$ cat config.mk
export PLATFORM = sky130hd
export DESIGN_NAME = sc_levelup_ctrl
export DESIGN_NICKNAME = d
export VERILOG_FILES = /design/src/rtl/sc_levelup_ctrl_pkg.sv /design/src/rtl/sc_rise_detect.sv /design/src/rtl/sc_levelup_ctrl.sv
export SDC_FILE = /design/constraint.sdc
export NUM_CORES = 1
export LEC_CHECK = 0
export CORE_MARGIN = 5
export CORE_UTILIZATION = 42
export DETAILED_ROUTE_END_ITERATION = 10
export PLACE_DENSITY_LB_ADDON = 0.12
export SLEW_MARGIN = 20
export SYNTH_ARGS = -nofsm -noshare
export SYNTH_HDL_FRONTEND = slang
export SYNTH_SLANG_ARGS = --single-unit
export TNS_END_PERCENT = 100
$ cat constraint.sdc
create_clock -name SC_LEVELUPCTRL_CLOCK_50 -period 1.6 [get_ports SC_LEVELUPCTRL_CLOCK_50]
set_clock_uncertainty 0.2 [all_clocks]
set_input_delay 0.16 -clock SC_LEVELUPCTRL_CLOCK_50 [delete_from_list [all_inputs] [get_ports SC_LEVELUPCTRL_CLOCK_50]]
set_output_delay 0.16 -clock SC_LEVELUPCTRL_CLOCK_50 [all_outputs]
set_load 0.03 [all_outputs]
$ cat src/rtl/sc_levelup_ctrl_pkg.sv
// ----------------------------------------------------------------------------
// sc_levelup_ctrl_pkg
//   Shared definitions for the level-up request stage and the level counter.
//   Holds the FSM state encoding and the level bus width so both stages agree.
// ----------------------------------------------------------------------------
package sc_levelup_ctrl_pkg;

  // Width of the level counter bus shared by the level-up stage and the counter.
  localparam int SC_LEVEL_WIDTH = 2;

  typedef enum logic [1:0] {
    ST_COUNT    = 2'd0,
    ST_LEVELUP  = 2'd1,
    ST_COOLDOWN = 2'd2,
    ST_MAXED    = 2'd3
  } state_t;

endpackage

$ cat src/rtl/sc_rise_detect.sv
// ----------------------------------------------------------------------------
// sc_rise_detect
//   Rising-edge detector for an already-synchronous strobe.
//   Ports:
//     i_clk   in  1  clock
//     i_rst   in  1  synchronous active-high reset (clears the history bit)
//     i_in    in  1  strobe input
//     o_rise  out 1  high for the cycle in which i_in is high and was low before
// ----------------------------------------------------------------------------
module sc_rise_detect (
  input  logic i_clk,
  input  logic i_rst,
  input  logic i_in,
  output logic o_rise
);

  logic r_prev;

  always_ff @(posedge i_clk) begin
    if (i_rst) r_prev <= 1'b0;
    else       r_prev <= i_in;
  end

  assign o_rise = i_in & ~r_prev;

endmodule

$ cat src/rtl/sc_levelup_ctrl.sv
// ----------------------------------------------------------------------------
// sc_levelup_ctrl
//   Turns point-scored strobes into one-cycle level-up requests for the level
//   counter. Every POINTS_PER_LEVEL rising edges of the point strobe a request
//   is issued, followed by a COOLDOWN_CYCLES flash window during which points
//   are ignored. Once the fed-back level has reached MAX_LEVEL, requests stop
//   and the block parks in MAXED until reset/clear.
//   Ports:
//     SC_LEVELUPCTRL_CLOCK_50       in   1      clock
//     SC_LEVELUPCTRL_RESET_InHigh   in   1      synchronous active-high reset
//     SC_LEVELUPCTRL_clear_InHigh   in   1      synchronous new-game clear
//     SC_LEVELUPCTRL_point_In       in   1      point strobe (rising edges count)
//     SC_LEVELUPCTRL_level_InBUS    in   LW     current level from level counter
//     SC_LEVELUPCTRL_upLEVEL_Out    out  1      one-cycle level-up pulse
//     SC_LEVELUPCTRL_points_OutBUS  out  PW     points toward next level
//     SC_LEVELUPCTRL_flash_Out      out  1      high during cooldown window
//     SC_LEVELUPCTRL_maxLevel_Out   out  1      high while maxed out
// ----------------------------------------------------------------------------
module sc_levelup_ctrl
  import sc_levelup_ctrl_pkg::*;
#(
  parameter int POINTS_PER_LEVEL = 4,
  parameter int POINTCOUNT_WIDTH = 3,
  parameter int LEVEL_WIDTH      = SC_LEVEL_WIDTH,
  parameter int MAX_LEVEL        = 3,
  parameter int COOLDOWN_CYCLES  = 8,
  parameter int COOLDOWN_WIDTH   = 4
) (
  input  logic                        SC_LEVELUPCTRL_CLOCK_50,
  input  logic                        SC_LEVELUPCTRL_RESET_InHigh,
  input  logic                        SC_LEVELUPCTRL_clear_InHigh,
  input  logic                        SC_LEVELUPCTRL_point_In,
  input  logic [LEVEL_WIDTH-1:0]      SC_LEVELUPCTRL_level_InBUS,
  output logic                        SC_LEVELUPCTRL_upLEVEL_Out,
  output logic [POINTCOUNT_WIDTH-1:0] SC_LEVELUPCTRL_points_OutBUS,
  output logic                        SC_LEVELUPCTRL_flash_Out,
  output logic                        SC_LEVELUPCTRL_maxLevel_Out
);

  localparam logic [POINTCOUNT_WIDTH-1:0] PTS_TOP   = POINTCOUNT_WIDTH'(POINTS_PER_LEVEL - 1);
  localparam logic [COOLDOWN_WIDTH-1:0]   CD_LOAD   = COOLDOWN_WIDTH'(COOLDOWN_CYCLES - 1);
  localparam logic [LEVEL_WIDTH-1:0]      LEVEL_TOP = LEVEL_WIDTH'(MAX_LEVEL);

  state_t                      r_state,  w_state_nxt;
  logic [POINTCOUNT_WIDTH-1:0] r_points, w_points_nxt;
  logic [COOLDOWN_WIDTH-1:0]   r_cool,   w_cool_nxt;
  logic                        w_rise;
  logic                        w_sync_rst;

  // Reset and clear are equivalent, including for the edge history bit.
  assign w_sync_rst = SC_LEVELUPCTRL_RESET_InHigh | SC_LEVELUPCTRL_clear_InHigh;

  sc_rise_detect u_rise (
    .i_clk  (SC_LEVELUPCTRL_CLOCK_50),
    .i_rst  (w_sync_rst),
    .i_in   (SC_LEVELUPCTRL_point_In),
    .o_rise (w_rise)
  );

  // Next-state / next-data. The level bus is only consulted in COUNT, where it
  // is stable, so it is used directly without a capture register.
  always_comb begin
    w_state_nxt  = r_state;
    w_points_nxt = r_points;
    w_cool_nxt   = r_cool;
    case (r_state)
      ST_COUNT: begin
        if (w_rise) begin
          if (r_points < PTS_TOP) begin
            w_points_nxt = r_points + 1'b1;
          end else begin
            w_points_nxt = '0;
            w_state_nxt  = (SC_LEVELUPCTRL_level_InBUS < LEVEL_TOP) ? ST_LEVELUP : ST_MAXED;
          end
        end
      end
      ST_LEVELUP: begin
        w_state_nxt = ST_COOLDOWN;
        w_cool_nxt  = CD_LOAD;
      end
      ST_COOLDOWN: begin
        // Rises are dropped here; the edge history still tracks the strobe.
        if (r_cool == '0) w_state_nxt = ST_COUNT;
        else              w_cool_nxt  = r_cool - 1'b1;
      end
      ST_MAXED: begin
        // Keep showing progress, but saturate instead of wrapping.
        if (w_rise && (r_points < PTS_TOP)) w_points_nxt = r_points + 1'b1;
      end
      default: w_state_nxt = ST_COUNT;
    endcase
  end

  always_ff @(posedge SC_LEVELUPCTRL_CLOCK_50) begin
    if (w_sync_rst) begin
      r_state  <= ST_COUNT;
      r_points <= '0;
      r_cool   <= '0;
    end else begin
      r_state  <= w_state_nxt;
      r_points <= w_points_nxt;
      r_cool   <= w_cool_nxt;
    end
  end

  // Moore outputs decoded from the state register only.
  always_comb begin
    SC_LEVELUPCTRL_upLEVEL_Out   = (r_state == ST_LEVELUP);
    SC_LEVELUPCTRL_flash_Out     = (r_state == ST_COOLDOWN);
    SC_LEVELUPCTRL_maxLevel_Out  = (r_state == ST_MAXED);
    SC_LEVELUPCTRL_points_OutBUS = r_points;
  end

endmodule

==> Word level (Yosys, flattened, before mapping) <==
Cells that the tools add are included.
{ "totals": {"register_bits": 10, "inputBits": 6, "output_inout_bits": 6} }
{ "classes": {"n_addsub": 2, "n_lt_le_gt_ge": 2, "eq_ne": 8, "n_mux": 11, "n_bitwise": 3, "n_reduce_logical": 9} }
{ "op_table": {"columns": ["operator", "count"], "rows": [
  ["3-bit 2-to-1 mux", 3],
  ["2-bit 2-to-1 mux", 4],
  ["4-bit one-hot mux with 2 select lines", 1],
  ["2-bit inequality test, second input constant", 3],
  ["2-bit one-hot mux with 3 select lines", 1],
  ["3-bit one-hot mux with 2 select lines", 1],
  ["2-bit == test, second input constant", 2],
  ["4-bit zero test", 1],
  ["4-bit 2-to-1 mux", 1],
  ["2-bit by 1-bit inequality test with 1-bit output, second input constant", 2],
  ["4-bit AND reduction", 1],
  ["2-bit nonzero test", 2],
  ["4-bit by 1-bit subtractor with 4-bit output, second input constant", 1],
  ["3-bit by 1-bit adder with 3-bit output, second input constant", 1],
  ["3-bit by 2-bit less-than comparator with 1-bit output, second input constant", 1],
  ["3-bit AND reduction", 1],
  ["3-bit nonzero test", 1],
  ["2-bit by 1-bit == test with 1-bit output, second input constant", 1],
  ["2-bit zero test", 1],
  ["2-bit less-than comparator, second input constant", 1],
  ["2-bit AND reduction", 1],
  ["1-bit bitwise AND", 1],
  ["1-bit logical AND", 1],
  ["1-bit inverter", 1],
  ["1-bit OR", 1]
]} }

==> Depth between registers and ports, before layout <==
{ "logic_depth": {"ltp_word": 5, "ltp_mapped": 7} }

==> Modules after synthesis <==
Synthesis repeated with hierarchy kept, for this count alone.
{ "unflattened": {"hier_cells": 69, "area_unflattened_um2": 620.6} }
{ "by_module_without_submodules": {"columns": ["module", "instances", "cells_each", "area_each_um2"], "rows": [
  ["sc_levelup_ctrl", 1, 66, 573.0],
  ["sc_rise_detect", 1, 3, 47.5]
]} }

==> Worst setup path after synthesis <==
No wires, ideal clock.
{ "synth_path": {"path_kind": "register to register", "start": "register r_cool[0]", "end": "register r_state[0]", "t_arrival_ps": 1486, "slack_ps": -166, "path_stages_with_launch": 8, "period_less_slack_ps": 1766, "cell_sequence": "dfxtp_1 -> inv_1 -> ha_1 -> or3b_1 -> and2_4 -> buf_6 -> o31a_1 -> a211oi_2"} }
{ "synth_via": {"elab_chain_len": 3} }
{ "synth_lines": {"columns": ["element", "line_no", "source"], "rows": [
  ["start, declared", "sc_levelup_ctrl.sv:46", "logic [COOLDOWN_WIDTH-1:0] r_cool, w_cool_nxt;"],
  ["start signal, assigned", "sc_levelup_ctrl.sv:102", "r_cool <= w_cool_nxt;"],
  ["4-bit zero test", "sc_levelup_ctrl.sv:83", "if (r_cool == '0) w_state_nxt = ST_COUNT;"],
  ["2-bit by 1-bit inequality test with 1-bit output (no source line)", null, null],
  ["4-bit AND reduction (no source line)", null, null],
  ["end signal, assigned", "sc_levelup_ctrl.sv:100", "r_state <= w_state_nxt;"],
  ["end, declared", "sc_levelup_ctrl.sv:44", "state_t r_state, w_state_nxt;"]
]} }
Every way passes these cells.
A chain may end at the register's enable or synchronous reset.

==> Worst setup path after layout <==
Ends and elaborated chain as after synthesis.

==> impl_metrics.py <==
metrics = {
    "critical_path": {
        "critical_path_arrival_ns": 1.74,
        "regToRegSetupSlack_ns": -0.15,
        "crit_type": "register to register",
        "r2r_end": "r_state[0]",
        "endpoint_kind": "register",
        "cp_data_required_time_ns": 1.59,
        "endpoint": "r_state[0]",
        "r2r_start": "r_cool[0]",
        "crit_fanout": 5,
        "reg2reg_depth": 6,
        "crit_path_start": "r_cool[0]",
        "cp-start-kind": "register",
    },
    "clocking": {
        "tritoncts": "built",
        "cts.sinks": 10,
        "clkLatencyLatePin_ns": 0.26,
        "cts_buffers": 3,
        "cts.clk_slew.worst_paths_ns": 0.07,
        "ctsHoldBuffers": 0,
        "cts_buffer_depth": 2,
        "cts.htree.levels": 1,
        "root_buffer": "clkbuf_4",
    },
    "worst_hold_path": {
        "hp-class": "primary input to register",
        "min_path_cells": 2,
    },
    "routing": {
        "drtIter0Drc": 9,
        "first_pass_iters": 4,
        "via_per_inst": 5.18,
        "via_count": 528,
        "antenna_left": 0,
        "drc": 0,
        "detail_route.wl_per_cell_um": 12.3,
        "drt-total-wl_um": 1260,
    },
    "synth": {
        "synth.largest_area_cell": "dfxtp_1",
        "syn_inst": 66,
        "syn_area_um2": 571,
        "ys_seq_area_share_pct": 35.1,
        "synth_cell_types": 29,
        "synth_ff_type": "dfxtp_1",
        "async_flop_share_pct": 0,
        "synth_commonest_cells": "10 x dfxtp_1, 6 x ha_1, 6 x nand2_1",
        "synth-seq-cells": 10,
        "synth.most_common_cell": "dfxtp_1",
        "synth.avg_cell_area_um2": 8.64,
        "synth_top_area_share_pct": 35.1,
        "ys.warnings.count": 0,
        "synthTopCellsByArea": "dfxtp_1 35%, ha_1 13%, nor3_1 4.4%",
        "synth_edf_count": 0,
        "synth_nets": 78,
    },
    "job": {
        "drv_cap": 0,
    },
    "status": {
        "violations": "negative setup slack",
        "status": "finished with violations",
    },
    "global_route": {
        "grt_max_degree": 8,
        "grt.total_usage_pct": 13.7,
        "grt_pass1_wl_um": 2030,
        "use_met2_pct": 23.8,
        "grt-ovfl-total": 0,
        "grt_antenna_before_repair": 0,
        "grt_pass1_vias": 494,
        "met3_usage_pct": 4.60,
        "top_usage_layer": "met2",
        "met1_usage_pct": 14.1,
    },
    "sta": {
        "finalSetupViolCount": 5,
        "max_slew_margin_pct": 80.4,
        "rsz0062_at_grt": "yes",
        "final_max_slew_viol_count": 0,
        "fin_ws_ns": -0.148,
        "timing.fmax_mhz": 572,
        "hold_viol_final": 0,
        "min_period_ns": 1.75,
        "worst_pin_slew_ns": 0.293,
        "whs_ns": 0.285,
        "finalCritPeriodShare_pct": 109,
    },
    "place": {
        "port-buffer-count": 11,
        "dp_hpwl_um": 907,
        "gp_congestion": 0.744,
    },
    "power": {
        "totalPowerFinal_mw": 0.524,
        "p_per_area_mw_per_mm2": 648,
        "leakagePower_nw": 0.337,
        "ir_worst_vdd_mv": 0.476,
    },
    "finish": {
        "postLayoutCoreUtil_pct": 62.9,
        "fill_cells": 110,
        "drive_above_1_share_pct": 33.3,
        "diodes": 0,
        "finalNetCount": 100,
        "syn_to_final_growth_pct": 41.7,
    },
    "die": {
        "rows": 13,
        "fp.dieW_um": 46.9,
        "dieHeight_um": 46.9,
        "io_pins": 12,
        "initial_utilization_pct": 44.4,
        "die_area_mm2": 0.00220,
        "coreArea_mm2": 0.00128,
    },
}
[kinds of logic after synthesis]
group / count (synthesis) / share of synthesized area [%]
AND/OR/NAND/NOR: 27 / 25.0
AO/OA/AOI/OAI: 14 / 17.5
flip-flops: 10 / 35.1
buffers and inverters: 7 / 5.92
adder cells (fa/ha/maj): 6 / 13.2
XOR/XNOR: 1 / 1.54
multiplexers: 1 / 1.75
[area by class of cell]
type | instances | area (µm²) | share of cell area [%]
well taps | 15 | 18.8 | 2.32
multi-input cells | 49 | 373 | 46.1
inverters | 5 | 18.8 | 2.32
clock buffers | 4 | 36.3 | 4.49
flip-flops and latches | 10 | 203 | 25.1
repair buffers | 19 | 159 | 19.7
[worst min-delay path by stage]
stage                       startpoint       endpoint  slack (ns)
2_1_floorplan  SC_LEVELUPCTRL_point_In  u_rise.r_prev        0.08
3_3_place_gp                r_state[1]     r_state[1]        0.29
3_5_place_dp                r_state[1]     r_state[1]        0.30
4_1_cts        SC_LEVELUPCTRL_point_In  u_rise.r_prev        0.28
5_1_grt        SC_LEVELUPCTRL_point_In  u_rise.r_prev        0.29
6_report       SC_LEVELUPCTRL_point_In  u_rise.r_prev        0.29
[registers in the layout (all words and copies together), names as in the netlist]
signal and flops:
r_cool 4, SC_LEVELUPCTRL_points_OutBUS 3, r_state 2, u_rise.r_prev 1
[report_power, final]
part	switching (mW)	internal, mW	leakage [nW]
Sequential	0.00218	0.251	0.0819
Combinational	0.0181	0.0213	0.234
Clock	0.0930	0.138	0.0210
Total	0.113	0.411	0.337
[routing by layer]
| layer | vias to the layer above | part of all wire, % |
|---|---|---|
| li1 | 276 | - |
| met1 | 243 | 45 |
| met2 | 7 | 50 |
| met3 | 2 | 3.9 |
| met4 | 0 | 0.96 |
| met5 | - | 0 |
[timing repair]
action,4_1_cts,5_1_grt
gates resized for setup,10,5
pin swaps,1,1
endpoints found under the setup margin,7,9
buffers inserted,0,0
[through the flow]
stage | cell area, µm² | setup slack, ns | TNS (ns) | cells
after detailed placement | 737 | -0.130 | -0.459 | 98
after global routing | 808 | -0.214 | -0.888 | 102
after global placement | 737 | -0.0954 | -0.378 | 98
final | 808 | -0.148 | -0.529 | 102
after floorplan | 571 | -0.166 | -0.534 | 66
after CTS | 792 | -0.128 | -0.495 | 102
[worst max-delay path, cell delays in order, from the launching register on]
cell and delay [ns]:
dfxtp_2 0.33, inv_2 0.07, ha_4 0.13, or3b_4 0.37, and2_4 0.19, o31a_1 0.25
a211oi_2 0.14
[cells in the final DEF, fill, tap and decap left out, drive strengths merged, types with 2 or more instances in the layout]
master / netlist / final
a21oi: 2 / 2
nand3: 2 / 2
inv: 5 / 5
ha: 6 / 6
dlygate4sd2: 0 / 3
clkdlybuf4s50: 0 / 5
and2: 2 / 2
nand2: 6 / 6
buf: 1 / 11
clkbuf: 1 / 4
o21ai: 3 / 3
nor3: 6 / 6
nor2: 5 / 5
a211oi: 4 / 4
dfxtp: 10 / 10
(Power assumes the default switching activity.)
